## src/rtl/i2s_tx.sv

```systemverilog
// i2s_tx: Philips I2S master transmitter with a one-deep sample-pair buffer.
// Core sequencing runs on rising sclk_i; ws_o/sdata_o are retimed on falling
// sclk_i so a receiver sampling on the rising edge sees stable data.
module i2s_tx #(
  parameter int WIDTH = 16,
  parameter int SLOT  = 16
) (
  input  logic             sclk_i,
  input  logic             rst_i,
  input  logic             en_i,
  input  logic [WIDTH-1:0] left_i,
  input  logic [WIDTH-1:0] right_i,
  input  logic             valid_i,
  output logic             ready_o,
  output logic             ws_o,
  output logic             sdata_o,
  output logic             frame_o,
  output logic             underrun_o
);

  localparam int          CW      = $clog2(2 * SLOT);
  localparam logic [CW-1:0] LAST  = CW'(2 * SLOT - 1);
  localparam int unsigned SLOT_U  = SLOT;
  localparam int unsigned WIDTH_U = WIDTH;
  localparam bit          PADDED  = (SLOT > WIDTH);

  generate
    if (SLOT < WIDTH) begin : g_slot_chk
      $error("i2s_tx: SLOT must be >= WIDTH");
    end
    if (WIDTH < 2) begin : g_width_chk
      $error("i2s_tx: WIDTH must be >= 2");
    end
  endgenerate

  typedef enum logic {S_IDLE, S_RUN} state_t;

  state_t           state_q, state_d;
  logic [CW-1:0]    cnt_q, cnt_d;
  logic             load, wrap, accept;
  logic             buf_full_q;
  logic [WIDTH-1:0] buf_l_q, buf_r_q;
  logic [WIDTH-1:0] frm_l_q, frm_r_q;
  logic             tail_q;
  logic             frame_q, underrun_q;
  logic             core_ws, core_data;
  logic             ws_q, sd_q;

  assign accept     = valid_i && !buf_full_q;
  assign ready_o    = !buf_full_q;
  assign frame_o    = frame_q;
  assign underrun_o = underrun_q;
  assign ws_o       = ws_q;
  assign sdata_o    = sd_q;

  // Next-state, slot counter and frame-load decision
  always_comb begin
    state_d = state_q;
    cnt_d   = cnt_q;
    load    = 1'b0;
    wrap    = (state_q == S_RUN) && (cnt_q == LAST);
    case (state_q)
      S_IDLE: begin
        cnt_d = '0;
        if (en_i) begin
          state_d = S_RUN;
          load    = 1'b1;
        end
      end
      S_RUN: begin
        if (wrap) begin
          cnt_d = '0;
          if (en_i) load    = 1'b1;
          else      state_d = S_IDLE;
        end else begin
          cnt_d = cnt_q + 1'b1;
        end
      end
      default: state_d = S_IDLE;
    endcase
  end

  // State and counter registers
  always_ff @(posedge sclk_i or negedge rst_i) begin
    if (!rst_i) begin
      state_q <= S_IDLE;
      cnt_q   <= '0;
    end else begin
      state_q <= state_d;
      cnt_q   <= cnt_d;
    end
  end

  // One-deep input buffer; an accept on a load edge refills it for the next frame
  always_ff @(posedge sclk_i or negedge rst_i) begin
    if (!rst_i) begin
      buf_full_q <= 1'b0;
      buf_l_q    <= '0;
      buf_r_q    <= '0;
    end else if (accept) begin
      buf_full_q <= 1'b1;
      buf_l_q    <= left_i;
      buf_r_q    <= right_i;
    end else if (load) begin
      buf_full_q <= 1'b0;
    end
  end

  // Frame registers and the load/underrun pulses
  always_ff @(posedge sclk_i or negedge rst_i) begin
    if (!rst_i) begin
      frm_l_q    <= '0;
      frm_r_q    <= '0;
      frame_q    <= 1'b0;
      underrun_q <= 1'b0;
    end else begin
      frame_q    <= load;
      underrun_q <= load && !buf_full_q;
      if (load) begin
        frm_l_q <= buf_full_q ? buf_l_q : '0;
        frm_r_q <= buf_full_q ? buf_r_q : '0;
      end
    end
  end

  // Right slot's final bit, carried across the wrap into the next cnt=0 period
  always_ff @(posedge sclk_i or negedge rst_i) begin
    if (!rst_i) begin
      tail_q <= 1'b0;
    end else if (state_q == S_IDLE) begin
      tail_q <= 1'b0;
    end else if (wrap) begin
      tail_q <= PADDED ? 1'b0 : frm_r_q[0];
    end
  end

  // Core word select and serial bit for the current count
  always_comb begin
    int unsigned c;
    int unsigned p;
    logic [WIDTH-1:0] word;
    c         = 32'(cnt_q);
    p         = 0;
    word      = '0;
    core_ws   = 1'b0;
    core_data = tail_q;
    if (state_q == S_RUN) begin
      core_ws = (c >= SLOT_U);
      if (c != 0) begin
        if (c <= SLOT_U) begin
          p    = c - 1;
          word = frm_l_q;
        end else begin
          p    = c - SLOT_U - 1;
          word = frm_r_q;
        end
        core_data = (p < WIDTH_U) ?
                    |(word & (WIDTH'(1) << (WIDTH_U - 1 - p))) : 1'b0;
      end
    end
  end

  // Falling-edge retiming of the serial outputs
  always_ff @(negedge sclk_i or negedge rst_i) begin
    if (!rst_i) begin
      ws_q <= 1'b0;
      sd_q <= 1'b0;
    end else begin
      ws_q <= core_ws;
      sd_q <= core_data;
    end
  end

endmodule

```

## config.mk

```make
export PLATFORM = sky130hd
export DESIGN_NAME = i2s_tx
export DESIGN_NICKNAME = d
export VERILOG_FILES = /design/src/rtl/i2s_tx.sv
export SDC_FILE = /design/constraint.sdc
export NUM_CORES = 1
export LEC_CHECK = 0
export ABC_CLOCK_PERIOD_IN_PS = 2750
export CORE_ASPECT_RATIO = 0.7
export CORE_MARGIN = 2
export CORE_UTILIZATION = 35
export CTS_CLUSTER_DIAMETER = 200
export DETAILED_ROUTE_END_ITERATION = 6
export GPL_TIMING_DRIVEN = 0
export PLACE_DENSITY = 0.6
export SYNTH_ARGS = -nofsm -noshare
export SYNTH_HDL_FRONTEND = slang
export SYNTH_SLANG_ARGS = --single-unit
```

## constraint.sdc

```tcl
create_clock -name sclk_i -period 2.75 [get_ports sclk_i]
set_clock_uncertainty 0.15 [all_clocks]
set_input_delay 0.55 -clock sclk_i [delete_from_list [all_inputs] [get_ports sclk_i]]
set_output_delay 0.55 -clock sclk_i [all_outputs]
set_load 0.02 [all_outputs]
```

# After elaboration in Yosys (flattened, before gate mapping)
# Index checks and enable logic that the tools add are counted.
# Widths: inputs -> output; s select.
dict set report word_totals {
  input_bits 36
  output_inout_bits 5
  ff_bits 76
}
dict set report classes {
  add_sub_neg 5
  bitwise_logic 2
  magnitude_cmp 3
  n_shift 1
  n_reduce_logical 7
  n_mux 23
  n_eq_ne 2
}
# op n
set op_table {}
lappend op_table {{$mux 32} 3}
lappend op_table {{$mux 16} 5}
lappend op_table {{$lt 32x5->1 const B} 1}
lappend op_table {{$shl 1x32->16 const A} 1}
lappend op_table {{$sub 4x32->32 const A} 1}
lappend op_table {{$and 16x16->16} 1}
lappend op_table {{$reduce_or 16->1} 1}
lappend op_table {{$mux 1} 11}
lappend op_table {{$pmux 5 s2} 1}
lappend op_table {{$sub 6x2->7 const B} 1}
lappend op_table {{$sub 5x1->6 const B} 1}
lappend op_table {{$sub 5x5->6 const B} 1}
lappend op_table {{$add 5x1->5 const B} 1}
lappend op_table {{$eq 5x5->1 const B} 1}
lappend op_table {{$ge 5x5->1 const B} 1}
lappend op_table {{$le 5x5->1 const B} 1}
lappend op_table {{$mux 5} 1}
lappend op_table {{$reduce_bool 5->1} 1}
lappend op_table {{$pmux 1 s2} 2}
lappend op_table {{$logic_and 1x1->1} 3}
lappend op_table {{$ne 2x1->1 const B} 1}
lappend op_table {{$reduce_bool 2->1} 1}
lappend op_table {{$logic_not 1->1} 1}
lappend op_table {{$not 1->1} 1}

# Depth between registers and ports, before layout
# Gate-level depths: netlist (run 1).
dict set report logic_depth {
  word_depth 12
  mapped_depth 12
}

==> results.md, run 1 <==
- Status: finished with violations
- Violated checks: negative setup slack
- Setup slack on the worst flop-to-flop path: -1240 ps
- Hold path startpoint: frm_r_q[12]$_DFFE_PN0P_
- Cell count of the worst reg-to-reg path: 11
- Clock slew seen by the registers of the worst setup and hold paths: ~50 ps
- Final core utilization: 0.468
- Estimated wirelength of the detail-placed design: 5.26 mm
- Area added between synthesis and finish: 30.6%
- Category of the worst setup path launch point: flip-flop
- RR Endpoint: sdata_o$_DFF_NN0_
- Worst slew pin tran: about 480 ps
- Least setup slack across all paths after layout: -1240 ps
- Maximum fanout encountered on the critical timing path: 5
- # nets final: 428
- Endpoint required time on the critical path: 1400 ps
- Cells taking the most area after synthesis: dfrtp_1 (53%), mux2_2 (10%), nand2_1 (8.5%), o21ai_0 (4.9%), ha_1 (2.5%)
- Hold Path Depth: 2
- Met1 track demand over resource in global routing: 0.224
- Inserted Clock Buffers: 9
- Share of synthesized registers carrying an async set or reset: 1.00
- Clock sink total: 76
- Synth warn: 0
- Post-synthesis instance total: 327
- Power per cell area: about 1200 mW/mm^2
- Count of unique library cells instantiated by Yosys: 40
- Number of synthesized register bits: between 70 and 80
- Final setup viols: 3
- Routability congestion estimate: between 0.8 and 0.9
- Crit path arrival time: around 2600 ps
- Total nets after synthesis: 370
- Wirelength, routed: ~7.3 mm
- Placeable core region: 0.00968 sq mm
- Initial antenna violation count: 0
- Slew headroom: 0.683
- Post-route cell area: ~0.0045 sq mm
- Met3 Use GR: 0.0517
- Routed via count divided by cell count: about 4.9
- Die extent in y: slightly below 90 microns
- Number of enable flip-flop cells after synthesis: 0
- Total cell area at the placement stage: between 0.004 and 0.005 sq mm
- Fraction of synthesized cell area taken by the top area cell type: 0.533
- H-tree levels: 3
- GRT Residual Overflow: 0
- Startpoint of the lowest-slack register-to-register path: cnt_q[0]$_DFF_PN0_
- CTS tree: built
- Routed len/inst: 14.0 microns
- Min-Delay Endpoint: frm_r_q[12]$_DFFE_PN0P_
- Met2 Usage GRT: 0.219
- Gr usage total: 0.155
- First-pass GRT wire length: 12.6 mm
- Vias in the first global route: between 2000 and 3000
- Layer carrying the most global-route usage: met1
- Sequential fraction of the synthesis area: 0.548
- Maximum capacitance violations: 0
- Count of buffers from port buffering: 40
- Final slew viol count: 0
- Die X-Extent: roughly 120 microns
- Library cell with the largest summed area after synthesis: dfrtp_1
- Final Hold Slack: approximately 320 ps
- Min-delay worst type: flip-flop to flip-flop
- Drt first pass iters: 4
- Startpoint-to-endpoint class of the critical path: flip-flop to flip-flop
- Commonest cells post-synth: nand2_1 (79), dfrtp_1 (74), o21ai_0 (34)
- Number of core rows: 30
- Number of buffers between clock root and the deepest sink: 2
- Most common cell in the netlist: nand2_1
- Later-pin clock latency in the skew report: ~340 ps
- P_leak: 0.00202 uW
- Number of design-rule violations left by the first detailed-router iteration: 140
- Routed Antenna Nets: 0
- Clock root buffer: clkbuf_16
- Post-layout instance count excluding filler cells: around 520
- Mean post-synth cell area: around 11 sq um
- Total number of vias: roughly 2500
- Antenna diodes: 0
- Netlist Area Pre-Place: 0.00347 sq mm
- IR drop worst, VDD: 0.457 mV
- I/O pin count: just over 40
- Fraction of final layout cells sized beyond drive strength 1: 0.231
- Setup repair after global routing missed its margin: true
- Die ar.: between 0.01 and 0.015 sq mm
- Final hold violations: 0
- Kind of end point of the critical path: flip-flop
- Maximum number of pins on one net before global-route repair: 64
- Placed cells: slightly below 500
- Residual DRC count: 0
- Predominant post-synthesis flop cell: dfrtp_1
- Starting utilization of the core area: 0.359
placed cells by master, fill, tap and decap left out, types with 5 or more instances in the layout:
cell type        count
clkbuf_2             6
clkdlybuf4s50_1     37
clkbuf_1             9
dfrtp_1             73
mux2_2              32
o21ai_0             34
nand2b_1            10
clkbuf_16            9
buf_4                6
nand2_1             79
inv_1                7
a21oi_1              5
nor2_1               9
layout make-up:
| type | instances | area (sq um) |
|---|---|---|
| fill | 917 | 5150 |
| sequential | 76 | 1900 |
| multi-input combinational | 221 | 1550 |
| timing repair buffer | 47 | 479 |
| clock buffer | 9 | 225 |
| tap | 128 | 160 |
| buffer | 20 | 97.6 |
| clock inverter | 6 | 87.6 |
| inverter | 10 | 37.5 |
layer usage:
layer  part of all wire  up-vias
met5                  0        -
met4              0.013        0
met3              0.059        8
met2               0.42       60
met1               0.51     1226
li1                   -     1231
through the flow:
step | power [uW] | setup WS, ps | TNS (ps)
6_report | 5440 | -1240 | -1600
5_1_grt | 5850 | -1330 | -1730
4_1_cts | 5440 | -1230 | -1610
3_5_place_dp | 4040 | -1400 | -2060
3_3_place_gp | 3960 | -2920 | -132220
2_1_floorplan | 3450 | -1220 | -1220
cell families (layout without fill, tap and decap cells):
kind of cell / count (synthesis) / after routing / share of synthesized area
fa+ha+maj: 7 / 7 / 0.0252
buf+inv: 30 / 92 / 0.0360
mux: 38 / 38 / 0.132
compound gates: 56 / 56 / 0.0994
simple gates: 117 / 117 / 0.152
xor+xnor: 3 / 3 / 0.00757
flops: 76 / 76 / 0.548
power breakdown:
part	switching (uW)	total [uW]	internal (uW)
sequential	312	1950	1640
combinational	1120	2230	1120
clock	465	1250	790
total	1890	5440	3550
worst max-delay path, stage by stage (launching register included):
cell	delay, ps
dfrtp_2	410
inv_2	80
ha_4	140
or4b_4	510
ha_4	180
inv_2	50
ha_4	180
nor2b_4	120
and4_4	160
buf_6	110
a211oi_2	210
o32ai_2	130
worst max path at each step:
| stage | startpoint | end | slack, ps | cells past startpoint |
|---|---|---|---|---|
| after floorplan | cnt_q[0]$_DFF_PN0_ | sdata_o$_DFF_NN0_ | -1220 | 11 |
| after global routing | cnt_q[0]$_DFF_PN0_ | sdata_o$_DFF_NN0_ | -1330 | 11 |
| after detailed placement | cnt_q[0]$_DFF_PN0_ | sdata_o$_DFF_NN0_ | -1400 | 11 |
| final | cnt_q[0]$_DFF_PN0_ | sdata_o$_DFF_NN0_ | -1240 | 11 |
| after CTS | cnt_q[0]$_DFF_PN0_ | sdata_o$_DFF_NN0_ | -1230 | 11 |
| after global placement | rst_i | ws_o$_DFF_NN0_ | -2920 | 1 |
registers in the layout, summed over array words and instances, names as in the netlist, 5 cells and up:
signal / flops
frm_l_q: 16
buf_l_q: 16
frm_r_q: 16
buf_r_q: 16
cnt_q: 5
what timing repair did:
action,in CTS,in global routing
hold buffers,1,0
resized for setup,23,6
endpoints found under the setup margin,11,33
hold endpoints to repair,13,0
pin swaps,5,3
setup buffers,5,0
Power figures use the tool's default switching activity.
==> run 2, diff against run 1 <==
--- a/config.mk
+++ b/config.mk
@@ -5,14 +5,15 @@
 export SDC_FILE = /design/constraint.sdc
 export NUM_CORES = 1
 export LEC_CHECK = 0
+export ABC_AREA = 1
 export ABC_CLOCK_PERIOD_IN_PS = 2750
 export CORE_ASPECT_RATIO = 0.7
 export CORE_MARGIN = 2
-export CORE_UTILIZATION = 35
+export CORE_UTILIZATION = 30
 export CTS_CLUSTER_DIAMETER = 200
 export DETAILED_ROUTE_END_ITERATION = 6
 export GPL_TIMING_DRIVEN = 0
-export PLACE_DENSITY = 0.6
+export PLACE_DENSITY = 0.54
 export SYNTH_ARGS = -nofsm -noshare
 export SYNTH_HDL_FRONTEND = slang
 export SYNTH_SLANG_ARGS = --single-unit
==> run 2 against run 1 <==
Compared with the run above: the flow still finishes with violations (negative setup slack); critical path depth is 5 higher; clock power is 5% higher; die area is 17% higher; largest cell class unchanged.
==> results.md, run 2 <==
- Status: finished with violations
- Violated checks: negative setup slack
- Category of the worst setup path launch point: flip-flop
- Maximum fanout encountered on the critical timing path: 5 (unchanged)
- Number of buffers between clock root and the deepest sink: 2 (unchanged)
- Predominant post-synthesis flop cell: dfrtp_1
- Antenna diodes: 0 (unchanged)
- First-pass GRT wire length: 13.6 mm (+8.1%)
- Power per cell area: 1210 mW/mm^2 (+1.2%)
- Wirelength, routed: 8.14 mm (+12%)
- Crit path arrival time: 2810 ps (+170 ps)
- Clock slew seen by the registers of the worst setup and hold paths: 60 ps (about the same)
- CTS tree: built
- Count of buffers from port buffering: 40 (unchanged)
- Residual DRC count: 0 (unchanged)
- Top delay family on crit path: simple AND/OR/NAND/NOR gates
- Total buffers and inverters traversed by the critical path: 3 (unchanged)
- Number of enable flip-flop cells after synthesis: 0 (unchanged)
- Mean post-synth cell area: 9.57 sq um (-9.9%)
- # nets final: 474 (+11%)
- Routed Antenna Nets: 0 (unchanged)
- Total nets after synthesis: 410 (+11%)
- Simple-gate area share of the yosys netlist: 0.196 (+0.0436)
- Final Hold Slack: 341 ps (+17.4 ps)
- GRT Residual Overflow: 0 (unchanged)
- Fraction of synthesized cell area taken by the top area cell type: 0.527 (-0.00570)
- Synth Area in Compound Gates: 0.0734 (-0.0260)
- Placeable core region: 0.0116 sq mm (+19%)
- Maximum number of pins on one net before global-route repair: 59 (-7.8%)
- Commonest cells post-synth: nand2_1 (84), dfrtp_1 (74), nor2_1 (43)
- Drt first pass iters: 5 (+1)
- Clock root buffer: clkbuf_16
- Starting utilization of the core area: 0.304 (-0.0550)
- Clock sink total: 76 (unchanged)
- I/O pin count: 41 (unchanged)
- Routability congestion estimate: 0.889 (+6.3%)
- IR drop worst, VDD: 0.452 mV (-1.2%)
- Hold Path Depth: 1 (-1)
- Area taken by multi-input logic gates: 0.00150 sq mm (-2.8%)
- Hold path startpoint: buf_r_q[14]$_DFFE_PN0P_
- Seq. cell area: 0.00190 sq mm (about the same)
- Setup repair after global routing missed its margin: true
- Min-delay worst type: flip-flop to flip-flop
- Setup slack on the worst flop-to-flop path: -1210 ps (+40 ps)
- Vias in the first global route: 2687 (+6.9%)
- Cells taking the most area after synthesis: dfrtp_1 (53%), mux2_1 (9.3%), nand2_1 (9.0%), a21oi_1 (5.0%), nor2_1 (4.6%)
- Estimated wirelength of the detail-placed design: 5.81 mm (+11%)
- Die X-Extent: 133 microns (+8.3%)
- Endpoint required time on the critical path: 1600 ps (+200 ps)
- Worst slew pin tran: 540 ps (+65.0 ps)
- Netlist Area Pre-Place: 0.00351 sq mm (+1.1%)
- Number of synthesized register bits: 76 (unchanged)
- Fill cell total of the finished layout: 1145 (+25%)
- Maximum capacitance violations: 0 (unchanged)
- Cell count of the worst reg-to-reg path: 16 (+5)
- Die extent in y: 94.5 microns (+8.2%)
- Total number of vias: 2685 (+6.3%)
- Fraction of final layout cells sized beyond drive strength 1: 0.183 (-0.0479)
- P_leak: 0.00216 uW (+6.9%)
- Most common cell after layout, fill and taps aside: nand2_1
- Startpoint of the lowest-slack register-to-register path: cnt_q[1]$_DFF_PN0_
- Count of unique library cells instantiated by Yosys: 27 (-33%)
- Sequential fraction of the synthesis area: 0.542 (-0.00585)
- Routed len/inst: 13.7 microns (-2.2%)
- Final hold violations: 0 (unchanged)
- Initial antenna violation count: 0 (unchanged)
- Final slew viol count: 0 (unchanged)
- Crit path top cell by count: nand2_1
- Routed via count divided by cell count: 4.53 (-7.3%)
- Crit-path max cell delay: 450 ps (-60 ps)
- Share of synthesized registers carrying an async set or reset: 1.00 (unchanged)
- Library cell with the largest summed area after synthesis: dfrtp_1
- Post-synthesis instance total: 367 (+12%)
- Slew headroom: 0.640 (-0.0433)
- WP depth: 16 (+5)
- Least setup slack across all paths after layout: -1210 ps (+36.2 ps)
- Area added between synthesis and finish: 33.3%
- XOR/XNOR Fraction of Synth Area: 0.00249 (-0.00507)
- RR Endpoint: sdata_o$_DFF_NN0_
- Kind of end point of the critical path: flip-flop
- Final setup viols: 3 (unchanged)
- Startpoint-to-endpoint class of the critical path: flip-flop to flip-flop
- Later-pin clock latency in the skew report: 340 ps (about the same)
- Multiplexer share of the synthesized area: 0.103 (-0.0292)
- Area share of fa/ha/maj cells after synthesis: 0.0249 (-0.000270)
- Number of design-rule violations left by the first detailed-router iteration: 140 (unchanged)
- Die ar.: 0.0126 sq mm (+17%)
- Most common cell in the netlist: nand2_1
- Worst path cell trace: inv_2, ha_4, nand2_4, buf_6, nor2_4, inv_2, ha_1, nor2_1, nand4_1, a21oi_1, nor2_1, nand2_1, nand3_1, nand2_2, nand2_1, nand2_1
- Slowest CP cell: dfrtp_2
- Inserted Clock Buffers: 9 (unchanged)
- H-tree levels: 3 (unchanged)
- Number of core rows: 33 (+10%)
- Synth warn: 0 (unchanged)
- Min-Delay Endpoint: buf_r_q[14]$_DFFE_PN0P_
- Pre-CTS WS: -1410 ps (-11.1 ps)
- Gr usage total: 0.141 (-0.0141)
- Commonest non-fill, non-tap cells in the layout: nand2_1 (80), dfrtp_1 (72), nor2_1 (39)
- Largest family of logic cells by synthesized area: simple AND/OR/NAND/NOR gates
-- run 2: power breakdown --
group | switching (uW) | internal, uW | leakage [uW]
clock network | 441 | 869 | 0.000162
registers | 360 | 1680 | 0.000886
logic | 1300 | 1030 | 0.00111
total | 2100 | 3580 | 0.00216
-- run 2: area by class of cell --
type | count | area share
buffer | 20 | 0.0278
sequential | 76 | 0.407
timing repair buffer | 53 | 0.112
tap | 157 | 0.0420
inverter | 21 | 0.0179
clock buffer | 13 | 0.0578
clock inverter | 3 | 0.0144
multi-input combinational | 250 | 0.321
-- run 2: repair_timing --
| item | in CTS | in global routing |
|---|---|---|
| hold endpoints to repair | 16 | 0 |
| hold buffers | 1 | 0 |
| setup endpoints to repair | 3 | 3 |
| pin swaps | 13 | 11 |
| gates resized for setup | 30 | 5 |
| setup buffers | 9 | 2 |
-- run 2: worst max path at each step --
| stage | start | to | slack, ps |
|---|---|---|---|
| 3_3_place_gp | rst_i | ws_o$_DFF_NN0_ | -2920 |
| 2_1_floorplan | cnt_q[0]$_DFF_PN0_ | sdata_o$_DFF_NN0_ | -1100 |
| 6_report | cnt_q[1]$_DFF_PN0_ | sdata_o$_DFF_NN0_ | -1210 |
| 5_1_grt | cnt_q[1]$_DFF_PN0_ | sdata_o$_DFF_NN0_ | -1350 |
| 3_5_place_dp | cnt_q[0]$_DFF_PN0_ | sdata_o$_DFF_NN0_ | -1410 |
| 4_1_cts | cnt_q[0]$_DFF_PN0_ | sdata_o$_DFF_NN0_ | -1190 |
-- run 2: metal layers --
layer / share of wire / routed length (microns) / track usage
met5: 0 / 0 / 0
met1: 0.54 / 4360 / 0.207
met4: 0.014 / 111 / 0.0443
met2: 0.40 / 3260 / 0.193
met3: 0.049 / 398 / 0.0478
-- run 2: worst register-to-register path, stage by stage, from the launching register on --
cell and delay [ps]:
dfrtp_2 450, inv_2 80, ha_4 150, nand2_4 50, buf_6 110, nor2_4 110, inv_2 70, ha_1 300
nor2_1 250, nand4_1 300, a21oi_1 210, nor2_1 70, nand2_1 60, nand3_1 80, nand2_2 90, nand2_1 50
nand2_1 50
-- run 2: logic make-up after synthesis --
logic type      after synthesis
mux                          32
simple gates                160
compound gates               50
xor+xnor                      1
flops                        76
buf+inv                      41
fa+ha+maj                     7
-- run 2: metrics by stage --
step / cells / instance area [sq um] / util / setup TNS, ps / total power (uW)
5_1_grt: 593 / 4680 / 0.405 / -1790 / 6120
4_1_cts: 591 / 4640 / 0.401 / -1610 / 5670
2_1_floorplan: 367 / 3540 / - / -1100 / 3510
6_report: 593 / 4680 / 0.405 / -1580 / 5680
3_5_place_dp: 565 / 4160 / 0.360 / -2030 / 4110
3_3_place_gp: 564 / 4130 / 0.358 / -133100 / 4070
==> run 3, diff against run 2 <==
--- a/config.mk
+++ b/config.mk
@@ -7,13 +7,15 @@
 export LEC_CHECK = 0
 export ABC_AREA = 1
 export ABC_CLOCK_PERIOD_IN_PS = 2750
+export CELL_PAD_IN_SITES_DETAIL_PLACEMENT = 0
+export CELL_PAD_IN_SITES_GLOBAL_PLACEMENT = 2
 export CORE_ASPECT_RATIO = 0.7
 export CORE_MARGIN = 2
 export CORE_UTILIZATION = 30
-export CTS_CLUSTER_DIAMETER = 200
+export CTS_CLUSTER_DIAMETER = 30
 export DETAILED_ROUTE_END_ITERATION = 6
 export GPL_TIMING_DRIVEN = 0
-export PLACE_DENSITY = 0.54
+export PLACE_DENSITY = 0.76
 export SYNTH_ARGS = -nofsm -noshare
 export SYNTH_HDL_FRONTEND = slang
 export SYNTH_SLANG_ARGS = --single-unit
==> run 3 against run 2 <==
Compared with the run above: the run still ends with negative setup slack left; final cell count up 0.51%; combinational power up 8%; non-clock buffer count up 4; count of clock-buffer cells in the layout down 2; first-iteration DRC count down 6.4%; die area unchanged; register-to-register slack about the same; sequential share of layout area down 0.65 points; setup slack better by 11 ps; wire length down 0.54%.
==> results.md, run 3 (same netlist as run 2, synthesis figures left out) <==
- Status: finished with violations
- Violated checks: negative setup slack
- Final setup viols: 3 (unchanged)
- Number of core rows: 33 (unchanged)
- Vias in the first global route: 2719 (+1.2%)
- Maximum fanout encountered on the critical timing path: 4 (-1)
- Setup crit end: sdata_o$_DFF_NN0_
- Starting utilization of the core area: 0.304 (unchanged)
- Routability congestion estimate: 0.795 (-11%)
- Final core utilization: 0.411 (+0.00660)
- Later-pin clock latency in the skew report: 330 ps (about the same)
- Total buffers and inverters traversed by the critical path: 3 (unchanged)
- I/O pin count: 41 (unchanged)
- Area added between synthesis and finish: 35.5%
- Endpoint required time on the critical path: 1410 ps (-190 ps)
- Estimated wirelength of the detail-placed design: 6.01 mm (+3.4%)
- Met2 wire length: 3.41 mm (+4.6%)
- Most common cell after layout, fill and taps aside: nand2_1
- Routed via count divided by cell count: 4.48 (-1.1%)
- Count of buffers from port buffering: 40 (unchanged)
- Worst path cell trace: buf_6, nor4_4, nand2_2, buf_4, nand2_2, ha_4, nand2_4, nor2_4, nand4_1, buf_4, a21oi_2, nor2_1, nand2_1, nand3_2, nand2_2, nand2_2, nand2_1
- Routed len/inst: 13.6 microns (-1.0%)
- Number of design-rule violations left by the first detailed-router iteration: 131 (-6.4%)
- Drt first pass iters: 4 (-1)
- Crit path top cell by count: nand2_2
- Met3 WL post-DR: 305 microns (-23%)
- Setup slack on the worst flop-to-flop path: -1200 ps (about the same)
- Maximum capacitance violations: 0 (unchanged)
- Commonest non-fill, non-tap cells in the layout: nand2_1 (78), dfrtp_1 (72), nor2_1 (38)
- P_leak: 0.00219 uW (+1.4%)
- Crit path arrival time: 2610 ps (-200 ps)
- WP depth: 17 (+1)
- Startpoint-to-endpoint class of the critical path: flip-flop to flip-flop
- Final Hold Slack: 323 ps (-18.2 ps)
- Fraction of final layout cells sized beyond drive strength 1: 0.200 (+0.0170)
- Cell count of the worst reg-to-reg path: 17 (+1)
- # nets final: 478 (+0.84%)
- IR drop worst, VDD: 0.494 mV (+9.4%)
- Fill cell total of the finished layout: 1159 (+1.2%)
- Min-delay worst type: flip-flop to flip-flop
- Final slew viol count: 0 (unchanged)
- Category of the worst setup path launch point: flip-flop
- Die X-Extent: 133 microns (unchanged)
- Total number of vias: 2668 (-0.63%)
- Wl on met1: 4.27 mm (-2.2%)
- Maximum number of pins on one net before global-route repair: 53 (-10%)
- Worst setup path start: cnt_q[1]$_DFF_PN0_
- Crit-path max cell delay: 420 ps (-30 ps)
- Power per cell area: 1230 mW/mm^2 (+1.6%)
- Residual DRC count: 0 (unchanged)
- Top delay family on crit path: simple AND/OR/NAND/NOR gates
- Antenna diodes: 0 (unchanged)
- Clock sink total: 76 (unchanged)
- First-pass GRT wire length: 13.8 mm (+1.1%)
- Final hold violations: 0 (unchanged)
- H-tree levels: 3 (unchanged)
- Setup repair after global routing missed its margin: true
- Top layer in use: met4
- Kind of end point of the critical path: flip-flop
- GRT Residual Overflow: 0 (unchanged)
- RR Endpoint: sdata_o$_DFF_NN0_
- Wirelength, routed: 8.09 mm (-0.54%)
- Placeable core region: 0.0116 sq mm (unchanged)
- Clock slew seen by the registers of the worst setup and hold paths: 50 ps (about the same)
- Die extent in y: 94.5 microns (unchanged)
- Clock root buffer: clkbuf_16
- Routed Antenna Nets: 0 (unchanged)
- Slew headroom: 0.671 (+0.0311)
- Initial antenna violation count: 0 (unchanged)
- Slowest CP cell: dfrtp_2
- Inserted Clock Buffers: 9 (unchanged)
- Number of buffers between clock root and the deepest sink: 2 (unchanged)
- Startpoint of the lowest-slack register-to-register path: cnt_q[1]$_DFF_PN0_
- Die ar.: 0.0126 sq mm (unchanged)
- CTS tree: built
- Worst slew pin tran: 494 ps (-46.6 ps)
- Gr usage total: 0.142 (+0.00144)
- Least setup slack across all paths after layout: -1200 ps (+11.4 ps)
[run 3: cell type report]
cell class / count / area (sq um) / share of cell area
Buffer: 20 / 138 / 0.0289
Clock inverter: 4 / 97.6 / 0.0205
Multi-Input combinational cell: 250 / 1540 / 0.323
Sequential cell: 76 / 1900 / 0.400
Tap cell: 157 / 196 / 0.0413
Clock buffer: 11 / 243 / 0.0510
Inverter: 21 / 81.3 / 0.0171
Timing Repair Buffer: 57 / 558 / 0.117
[run 3: what timing repair did]
item                                   4_1_cts  5_1_grt
pin swaps                                   15       13
setup endpoints to repair                    3        3
cloned                                       0        0
endpoints found under the hold margin       22        0
buffers inserted                            14        1
resized for setup                           33       11
hold buffers                                 1        0
[run 3: per-stage QoR]
step | power (uW) | TNS, ps | worst slack [ps] | cell area (sq um) | instances
after floorplan | 3510 | -1100 | -1100 | 3540 | 367
after global placement | 4100 | -135620 | -2940 | 4130 | 564
after detailed placement | 4150 | -2070 | -1500 | 4160 | 565
after CTS | 5840 | -1600 | -1230 | 4700 | 595
after global routing | 6340 | -1750 | -1370 | 4760 | 596
final | 5870 | -1540 | -1200 | 4760 | 596
[run 3: routing by layer]
| metal | GRT usage | vias to the layer above |
|---|---|---|
| li1 | - | 1330 |
| met1 | 0.204 | 1294 |
| met2 | 0.208 | 34 |
| met3 | 0.0397 | 10 |
| met4 | 0.0452 | 0 |
| met5 | 0 | - |
[run 3: power breakdown]
group / internal [uW] / total (uW) / switching (uW)
Clock: 906 / 1350 / 442
Sequential: 1680 / 2000 / 324
Combinational: 1130 / 2520 / 1390
Total: 3710 / 5870 / 2160
[run 3: worst min-delay path by stage]
| stage | from | endpoint | slack [ps] | depth (start not counted) |
|---|---|---|---|---|
| 6_report | tail_q$_DFFE_PN0P_ | tail_q$_DFFE_PN0P_ | 320 | 2 |
| 5_1_grt | tail_q$_DFFE_PN0P_ | tail_q$_DFFE_PN0P_ | 350 | 2 |
| 4_1_cts | tail_q$_DFFE_PN0P_ | tail_q$_DFFE_PN0P_ | 330 | 2 |
| 3_5_place_dp | tail_q$_DFFE_PN0P_ | tail_q$_DFFE_PN0P_ | 310 | 2 |
| 3_3_place_gp | tail_q$_DFFE_PN0P_ | tail_q$_DFFE_PN0P_ | 310 | 2 |
| 2_1_floorplan | rst_i | buf_full_q$_DFFE_PN0P_ | 100 | 0 |
[run 3: worst min-delay path, cell delays in order (launching register included)]
cell and delay (ps):
dfrtp_1 340, nand2_1 60, nand2_1 50
